**config.mk**
```make
export PLATFORM = sky130hd
export DESIGN_NAME = instr_decoder_flat
export DESIGN_NICKNAME = d
export VERILOG_FILES = /design/src/rtl/instr_decoder_if.sv /design/src/rtl/instr_decoder.sv /design/src/flat_wrapper.sv
export SDC_FILE = /design/constraint.sdc
export NUM_CORES = 1
export LEC_CHECK = 0
export ABC_AREA = 1
export CAP_MARGIN = 20
export CORE_ASPECT_RATIO = 1.4
export CORE_MARGIN = 2
export CORE_UTILIZATION = 43
export DETAILED_ROUTE_END_ITERATION = 8
export HOLD_SLACK_MARGIN = 0.05
export PLACE_DENSITY = 0.76
export SETUP_SLACK_MARGIN = 0.15
export SYNTH_ARGS = -nofsm -noshare
export SYNTH_HDL_FRONTEND = slang
export SYNTH_SLANG_ARGS = --single-unit
export TNS_END_PERCENT = 1
```
**constraint.sdc**
```tcl
create_clock -name clk -period 1.6 [get_ports clk]
set_clock_uncertainty 0.2 [all_clocks]
set_input_delay 0.16 -clock clk [delete_from_list [all_inputs] [get_ports clk]]
set_output_delay 0.16 -clock clk [all_outputs]
set_load 0.01 [all_outputs]
```
**src/rtl/instr_decoder_if.sv**
```systemverilog
// Instruction-in / decoded-fields-out bundle between fetch and the dispatch decoder.
// The master side drives the instruction; the slave side (the decoder) returns the fields.
interface instr_decoder_if;
   logic        valid_in;
   logic [31:0] instr;
   logic        valid_out;
   logic        is_ls;
   logic        is_jump;
   logic [5:0]  optype;
   logic [4:0]  rd;
   logic [4:0]  rs1;
   logic [4:0]  rs2;
   logic [31:0] imm;

   modport master (
      output valid_in, instr,
      input  valid_out, is_ls, is_jump, optype, rd, rs1, rs2, imm
   );

   modport slave (
      input  valid_in, instr,
      output valid_out, is_ls, is_jump, optype, rd, rs1, rs2, imm
   );
endinterface

```
**src/rtl/instr_decoder.sv**
```systemverilog
// Registered RV32I decoder: classifies one instruction into an internal optype,
// extracts register indices and the immediate, and flags loads/stores and branches.
module instr_decoder (
   input logic            clk,
   input logic            rst,
   input logic            rdy,
   instr_decoder_if.slave dec
);

   typedef enum logic [5:0] {
      OpNop   = 6'd0,  OpLui  = 6'd1,  OpAuipc = 6'd2,  OpJal  = 6'd3,  OpJalr = 6'd4,
      OpBeq   = 6'd5,  OpBne  = 6'd6,  OpBlt   = 6'd7,  OpBge  = 6'd8,  OpBltu = 6'd9,
      OpBgeu  = 6'd10, OpLb   = 6'd11, OpLh    = 6'd12, OpLw   = 6'd13, OpLbu  = 6'd14,
      OpLhu   = 6'd15, OpSb   = 6'd16, OpSh    = 6'd17, OpSw   = 6'd18, OpAddi = 6'd19,
      OpSlti  = 6'd20, OpSltiu = 6'd21, OpXori = 6'd22, OpOri  = 6'd23, OpAndi = 6'd24,
      OpSlli  = 6'd25, OpSrli = 6'd26, OpSrai  = 6'd27, OpAdd  = 6'd28, OpSub  = 6'd29,
      OpSll   = 6'd30, OpSlt  = 6'd31, OpSltu  = 6'd32, OpXor  = 6'd33, OpSrl  = 6'd34,
      OpSra   = 6'd35, OpOr   = 6'd36, OpAnd   = 6'd37
   } op_e;

   typedef enum logic [2:0] {FmtNone, FmtR, FmtI, FmtS, FmtB, FmtU, FmtJ} fmt_e;

   logic [31:0] instr;
   logic [6:0]  opcode;
   logic [2:0]  funct3;
   logic        alt;

   op_e         op_d;
   fmt_e        fmt;
   logic        is_shift;
   logic        is_ls_d, is_jump_d;
   logic [4:0]  rd_d, rs1_d, rs2_d;
   logic [31:0] imm_d;

   logic        valid_q, is_ls_q, is_jump_q;
   logic [5:0]  optype_q;
   logic [4:0]  rd_q, rs1_q, rs2_q;
   logic [31:0] imm_q;

   assign instr  = dec.instr;
   assign opcode = instr[6:0];
   assign funct3 = instr[14:12];
   assign alt    = instr[30];

   // Classify into optype and instruction format; FmtNone marks anything undefined.
   always_comb begin
      op_d     = OpNop;
      fmt      = FmtNone;
      is_shift = 1'b0;
      case (opcode)
         7'b0110111: begin op_d = OpLui;   fmt = FmtU; end
         7'b0010111: begin op_d = OpAuipc; fmt = FmtU; end
         7'b1101111: begin op_d = OpJal;   fmt = FmtJ; end
         7'b1100111: if (funct3 == 3'b000) begin op_d = OpJalr; fmt = FmtI; end
         7'b1100011: begin
            fmt = FmtB;
            case (funct3)
               3'b000:  op_d = OpBeq;
               3'b001:  op_d = OpBne;
               3'b100:  op_d = OpBlt;
               3'b101:  op_d = OpBge;
               3'b110:  op_d = OpBltu;
               3'b111:  op_d = OpBgeu;
               default: fmt  = FmtNone;
            endcase
         end
         7'b0000011: begin
            fmt = FmtI;
            case (funct3)
               3'b000:  op_d = OpLb;
               3'b001:  op_d = OpLh;
               3'b010:  op_d = OpLw;
               3'b100:  op_d = OpLbu;
               3'b101:  op_d = OpLhu;
               default: fmt  = FmtNone;
            endcase
         end
         7'b0100011: begin
            fmt = FmtS;
            case (funct3)
               3'b000:  op_d = OpSb;
               3'b001:  op_d = OpSh;
               3'b010:  op_d = OpSw;
               default: fmt  = FmtNone;
            endcase
         end
         7'b0010011: begin
            fmt = FmtI;
            case (funct3)
               3'b000:  op_d = OpAddi;
               3'b010:  op_d = OpSlti;
               3'b011:  op_d = OpSltiu;
               3'b100:  op_d = OpXori;
               3'b110:  op_d = OpOri;
               3'b111:  op_d = OpAndi;
               3'b001:  begin op_d = OpSlli; is_shift = 1'b1; end
               default: begin op_d = alt ? OpSrai : OpSrli; is_shift = 1'b1; end
            endcase
         end
         7'b0110011: begin
            fmt = FmtR;
            case (funct3)
               3'b000:  op_d = alt ? OpSub : OpAdd;
               3'b001:  op_d = OpSll;
               3'b010:  op_d = OpSlt;
               3'b011:  op_d = OpSltu;
               3'b100:  op_d = OpXor;
               3'b101:  op_d = alt ? OpSra : OpSrl;
               3'b110:  op_d = OpOr;
               default: op_d = OpAnd;
            endcase
         end
         default: ;
      endcase
      if (fmt == FmtNone) begin
         op_d     = OpNop;
         is_shift = 1'b0;
      end
   end

   // Field extraction driven purely by the format.
   always_comb begin
      rd_d  = 5'd0;
      rs1_d = 5'd0;
      rs2_d = 5'd0;
      imm_d = 32'd0;
      if (fmt inside {FmtR, FmtI, FmtU, FmtJ}) rd_d  = instr[11:7];
      if (fmt inside {FmtR, FmtI, FmtS, FmtB}) rs1_d = instr[19:15];
      if (fmt inside {FmtR, FmtS, FmtB})       rs2_d = instr[24:20];
      case (fmt)
         FmtI:    imm_d = is_shift ? {27'd0, instr[24:20]} : {{20{instr[31]}}, instr[31:20]};
         FmtS:    imm_d = {{20{instr[31]}}, instr[31:25], instr[11:7]};
         FmtB:    imm_d = {{19{instr[31]}}, instr[31], instr[7], instr[30:25], instr[11:8], 1'b0};
         FmtU:    imm_d = {instr[31:12], 12'd0};
         FmtJ:    imm_d = {{11{instr[31]}}, instr[31], instr[19:12], instr[20], instr[30:21],
                           1'b0};
         default: imm_d = 32'd0;
      endcase
   end

   assign is_ls_d   = (op_d >= OpLb)  && (op_d <= OpSw);
   assign is_jump_d = (op_d >= OpBeq) && (op_d <= OpBgeu);

   always_ff @(posedge clk) begin
      if (rst) begin
         valid_q   <= 1'b0;
         is_ls_q   <= 1'b0;
         is_jump_q <= 1'b0;
         optype_q  <= 6'd0;
         rd_q      <= 5'd0;
         rs1_q     <= 5'd0;
         rs2_q     <= 5'd0;
         imm_q     <= 32'd0;
      end else if (rdy) begin
         valid_q   <= dec.valid_in;
         is_ls_q   <= is_ls_d;
         is_jump_q <= is_jump_d;
         optype_q  <= op_d;
         rd_q      <= rd_d;
         rs1_q     <= rs1_d;
         rs2_q     <= rs2_d;
         imm_q     <= imm_d;
      end
   end

   assign dec.valid_out = valid_q;
   assign dec.is_ls     = is_ls_q;
   assign dec.is_jump   = is_jump_q;
   assign dec.optype    = optype_q;
   assign dec.rd        = rd_q;
   assign dec.rs1       = rs1_q;
   assign dec.rs2       = rs2_q;
   assign dec.imm       = imm_q;

endmodule

```
**src/flat_wrapper.sv**
```systemverilog
// flat-port wrapper written by rule: the top's interface ports become plain ports
module instr_decoder_flat 
  (clk, rst, rdy, dec_valid_in, dec_instr, dec_valid_out, dec_is_ls, dec_is_jump, dec_optype, dec_rd, dec_rs1, dec_rs2, dec_imm);
  instr_decoder_if dec_i ();
  input logic clk;
  input logic rst;
  input logic rdy;
  input wire logic [$bits(dec_i.valid_in)-1:0] dec_valid_in;
  input wire logic [$bits(dec_i.instr)-1:0] dec_instr;
  output wire logic [$bits(dec_i.valid_out)-1:0] dec_valid_out;
  output wire logic [$bits(dec_i.is_ls)-1:0] dec_is_ls;
  output wire logic [$bits(dec_i.is_jump)-1:0] dec_is_jump;
  output wire logic [$bits(dec_i.optype)-1:0] dec_optype;
  output wire logic [$bits(dec_i.rd)-1:0] dec_rd;
  output wire logic [$bits(dec_i.rs1)-1:0] dec_rs1;
  output wire logic [$bits(dec_i.rs2)-1:0] dec_rs2;
  output wire logic [$bits(dec_i.imm)-1:0] dec_imm;
  assign dec_i.valid_in = dec_valid_in;
  assign dec_i.instr = dec_instr;
  assign dec_valid_out = dec_i.valid_out;
  assign dec_is_ls = dec_i.is_ls;
  assign dec_is_jump = dec_i.is_jump;
  assign dec_optype = dec_i.optype;
  assign dec_rd = dec_i.rd;
  assign dec_rs1 = dec_i.rs1;
  assign dec_rs2 = dec_i.rs2;
  assign dec_imm = dec_i.imm;
  instr_decoder u_core (.clk(clk), .rst(rst), .rdy(rdy), .dec(dec_i));
endmodule
```
==> results.cfg <==
[routing]
vias = 3934
antenna_left = 0
firstDrtPassIters = 4
drtIter0Drc = 199
avgViaCountPerCell = 5.238
route.detailed.drc = 0
wire_per_inst_um = 15.41
totalWireLength_um = 11570

[cells_and_area]
n_fill_cell = 567
fin_cells = 751
final_cell_mix = nand2_1 (120), buf_4 (62), dlygate4sd2_1 (56), dfxtp_1 (56), a21oi_1 (45)
layout_commonest_cell = nand2_1
final_nets = 689
diodes = 0
syn_to_final_growth_pct = 69.93
multiInputGateArea_um2 = 2173
seqCellArea_um2 = 1121
layout-drive-gt1-share = 0.3486

[critical_path]
path_class = input port to flip-flop
cp.arrival_ns = 1.62
cp.required_ns = 1.65
crit_fanout = 5
startpoint_type = input port
r2r_slack_ns = 0.66
crit_path_start = dec_instr[4]
reg2reg_to = u_core.dec.imm[0]
timing.rr.start = u_core.dec.imm[0]
cp-end-kind = flip-flop
reg2reg_depth = 4

[synth]
syn_area_um2 = 3204
yosysSeqAreaShare = 0.3499
synth_cells = 494
synth-main-ff-cell = dfxtp_1
yosysUniqueCellTypes = 29
yosys_warnings = 0
ys_ff_latch = 56
syn_avg_cell_area_um2 = 6.486
syn-num-nets = 530
synth_edf_count = 0
synth_async_sr_flop_share = 0

[power]
p_per_area_nw_per_um2 = 517.3
ir_drop_v = 0.0004031
p_leak_uw = 0.002645
report.power.total_uw = 2817

[grt]
grt_pass1_wl_um = 18010
grtUsageTotal = 0.2727
grt_start_max_net_pins = 47
antenna_found_initial = 0
gr-total-overflow = 0
grt_pass1_vias = 3863

[timing]
fin_hold_ws_ns = 0.09687
worst_slack_ns = 0.02448
hold_viol_final = 0
post-route-period-util = 0.9847
grt_setup_unrepaired = yes
final-max-slew-violation-count = 0
worstMarginPinSlew_ns = 0.3271
setup_viol = 0
min_period_ns = 1.576
fmax_ghz = 0.6347
relSlewSlack = 0.7819

[placement]
dpl.hpwl_um = 7966
gp_congestion = 0.9264
pre_cts_ws_ns = -0.6754
place_inst = 711
io_buffers = 91

[floorplan]
die_area_um2 = 8168
die_h_um = 106.1
boundaryPins = 92
fp.dieW_um = 76.96
core_um2 = 7268
start_util = 0.4409
placementRows = 37

[status]
status = finished, final reports clean

[clocking]
cts_root_buf = clkbuf_8
clockBufferDepth = 2
clk_pin_slew_ns = 0.09
cts_tree = done
clock_latency_ns = 0.32
numCtsBuffers = 5
h-tree-depth = 2
cts.sinks = 56

[min_path]
hold_class = input port to flip-flop
worstHoldPathCells = 4
hold_start = rdy
hold_path_end = u_core.dec.imm[31]

[job]
cap_violations = 0
[cell usage after synthesis (3+ instances only)]
cell	instances	area (um^2)
nand2_1	157	589.3
inv_1	40	150.1
nor2_2	5	31.28
buf_4	3	22.52
clkbuf_1	16	60.06
dfxtp_1	56	1121
buf_6	5	56.30
inv_2	4	15.01
buf_2	6	30.03
nand3_2	4	40.04
nand2_4	4	45.04
nand2_2	7	43.79
nand4_1	8	50.05
nand3_1	31	155.2
o21ai_0	24	120.1
a21oi_1	67	335.3
a31oi_1	3	18.77
a31o_2	7	61.31
nor2_1	31	116.4
o21ai_1	4	20.02
[flip-flops by register name, indices dropped and copies added (netlist names)]
name	count
u_core.dec.valid_out	1
u_core.dec.rs2	5
u_core.dec.rs1	5
u_core.dec.imm	32
u_core.dec.optype	6
u_core.dec.is_ls	1
u_core.dec.rd	5
u_core.dec.is_jump	1
[timing repair]
item / 4_1_cts / 5_1_grt
resized for setup: 188 / 51
cloned: 4 / 3
endpoints found under the setup margin: 110 / 51
hold buffers: 1 / 0
hold endpoints to repair: 3 / 0
setup buffers: 16 / 8
pin swaps: 58 / 35
[where the power goes]
part	internal (uW)	switching (uW)	leakage, uW
registers	1420	12.2	0.000454
clock network	314	457	0.0000424
logic	282	333	0.00215
total	2010	802	0.00264
[area by class of cell]
| class | count | area share |
|---|---|---|
| clock inverters | 1 | 0.001608 |
| repair buffers | 182 | 0.3215 |
| flip-flops and latches | 56 | 0.2059 |
| multi-input cells | 363 | 0.3991 |
| clock buffers | 7 | 0.01402 |
| inverters | 45 | 0.03562 |
| well taps | 97 | 0.02229 |
[worst max-delay path, cell delays in order]
cell,delay (ns)
buf_6,0.10
inv_4,0.05
buf_6,0.10
nor2_4,0.04
buf_6,0.12
nand3_2,0.08
nand2_2,0.07
a21oi_4,0.19
nand4_4,0.22
clkbuf_16,0.23
nand2_4,0.07
nand2_2,0.04
a21oi_1,0.14
[metal layers]
metal	wire, um	up-vias	share of wire	GRT usage
li1	-	1925	-	-
met1	4417	1831	0.38	0.3018
met2	6185	141	0.53	0.5100
met3	495	37	0.043	0.03650
met4	473	0	0.041	0.1247
met5	0	-	0	0
[cells by family (layout without fill, tap and decap cells)]
family                 Yosys count  in the layout  synth area share
AND/OR/NAND/NOR                253            253            0.3534
AO/OA/AOI/OAI                  110            110            0.1906
buffers and inverters           75            235            0.1062
flip-flops                      56             56            0.3499
[through the flow]
stage,TNS (ns),utilization,area [um^2]
finish,0,0.7492,5445
global route,-0.1732,0.7492,5445
CTS,0,0.7104,5164
detailed placement,-30.68,0.6383,4639
global placement,-27.44,0.6383,4639
floorplan,0,-,3296
[how the worst max path moves through the flow]
stage / endpoint / cells past startpoint
after global routing: u_core.dec.imm[19] / 13
final: u_core.dec.imm[19] / 13
after global placement: u_core.dec.rd[2] / 13
after detailed placement: u_core.dec.rd[3] / 12
after floorplan: u_core.dec.imm[26] / 10
after CTS: u_core.dec.imm[12] / 13
Power figures use the tool's default switching activity.
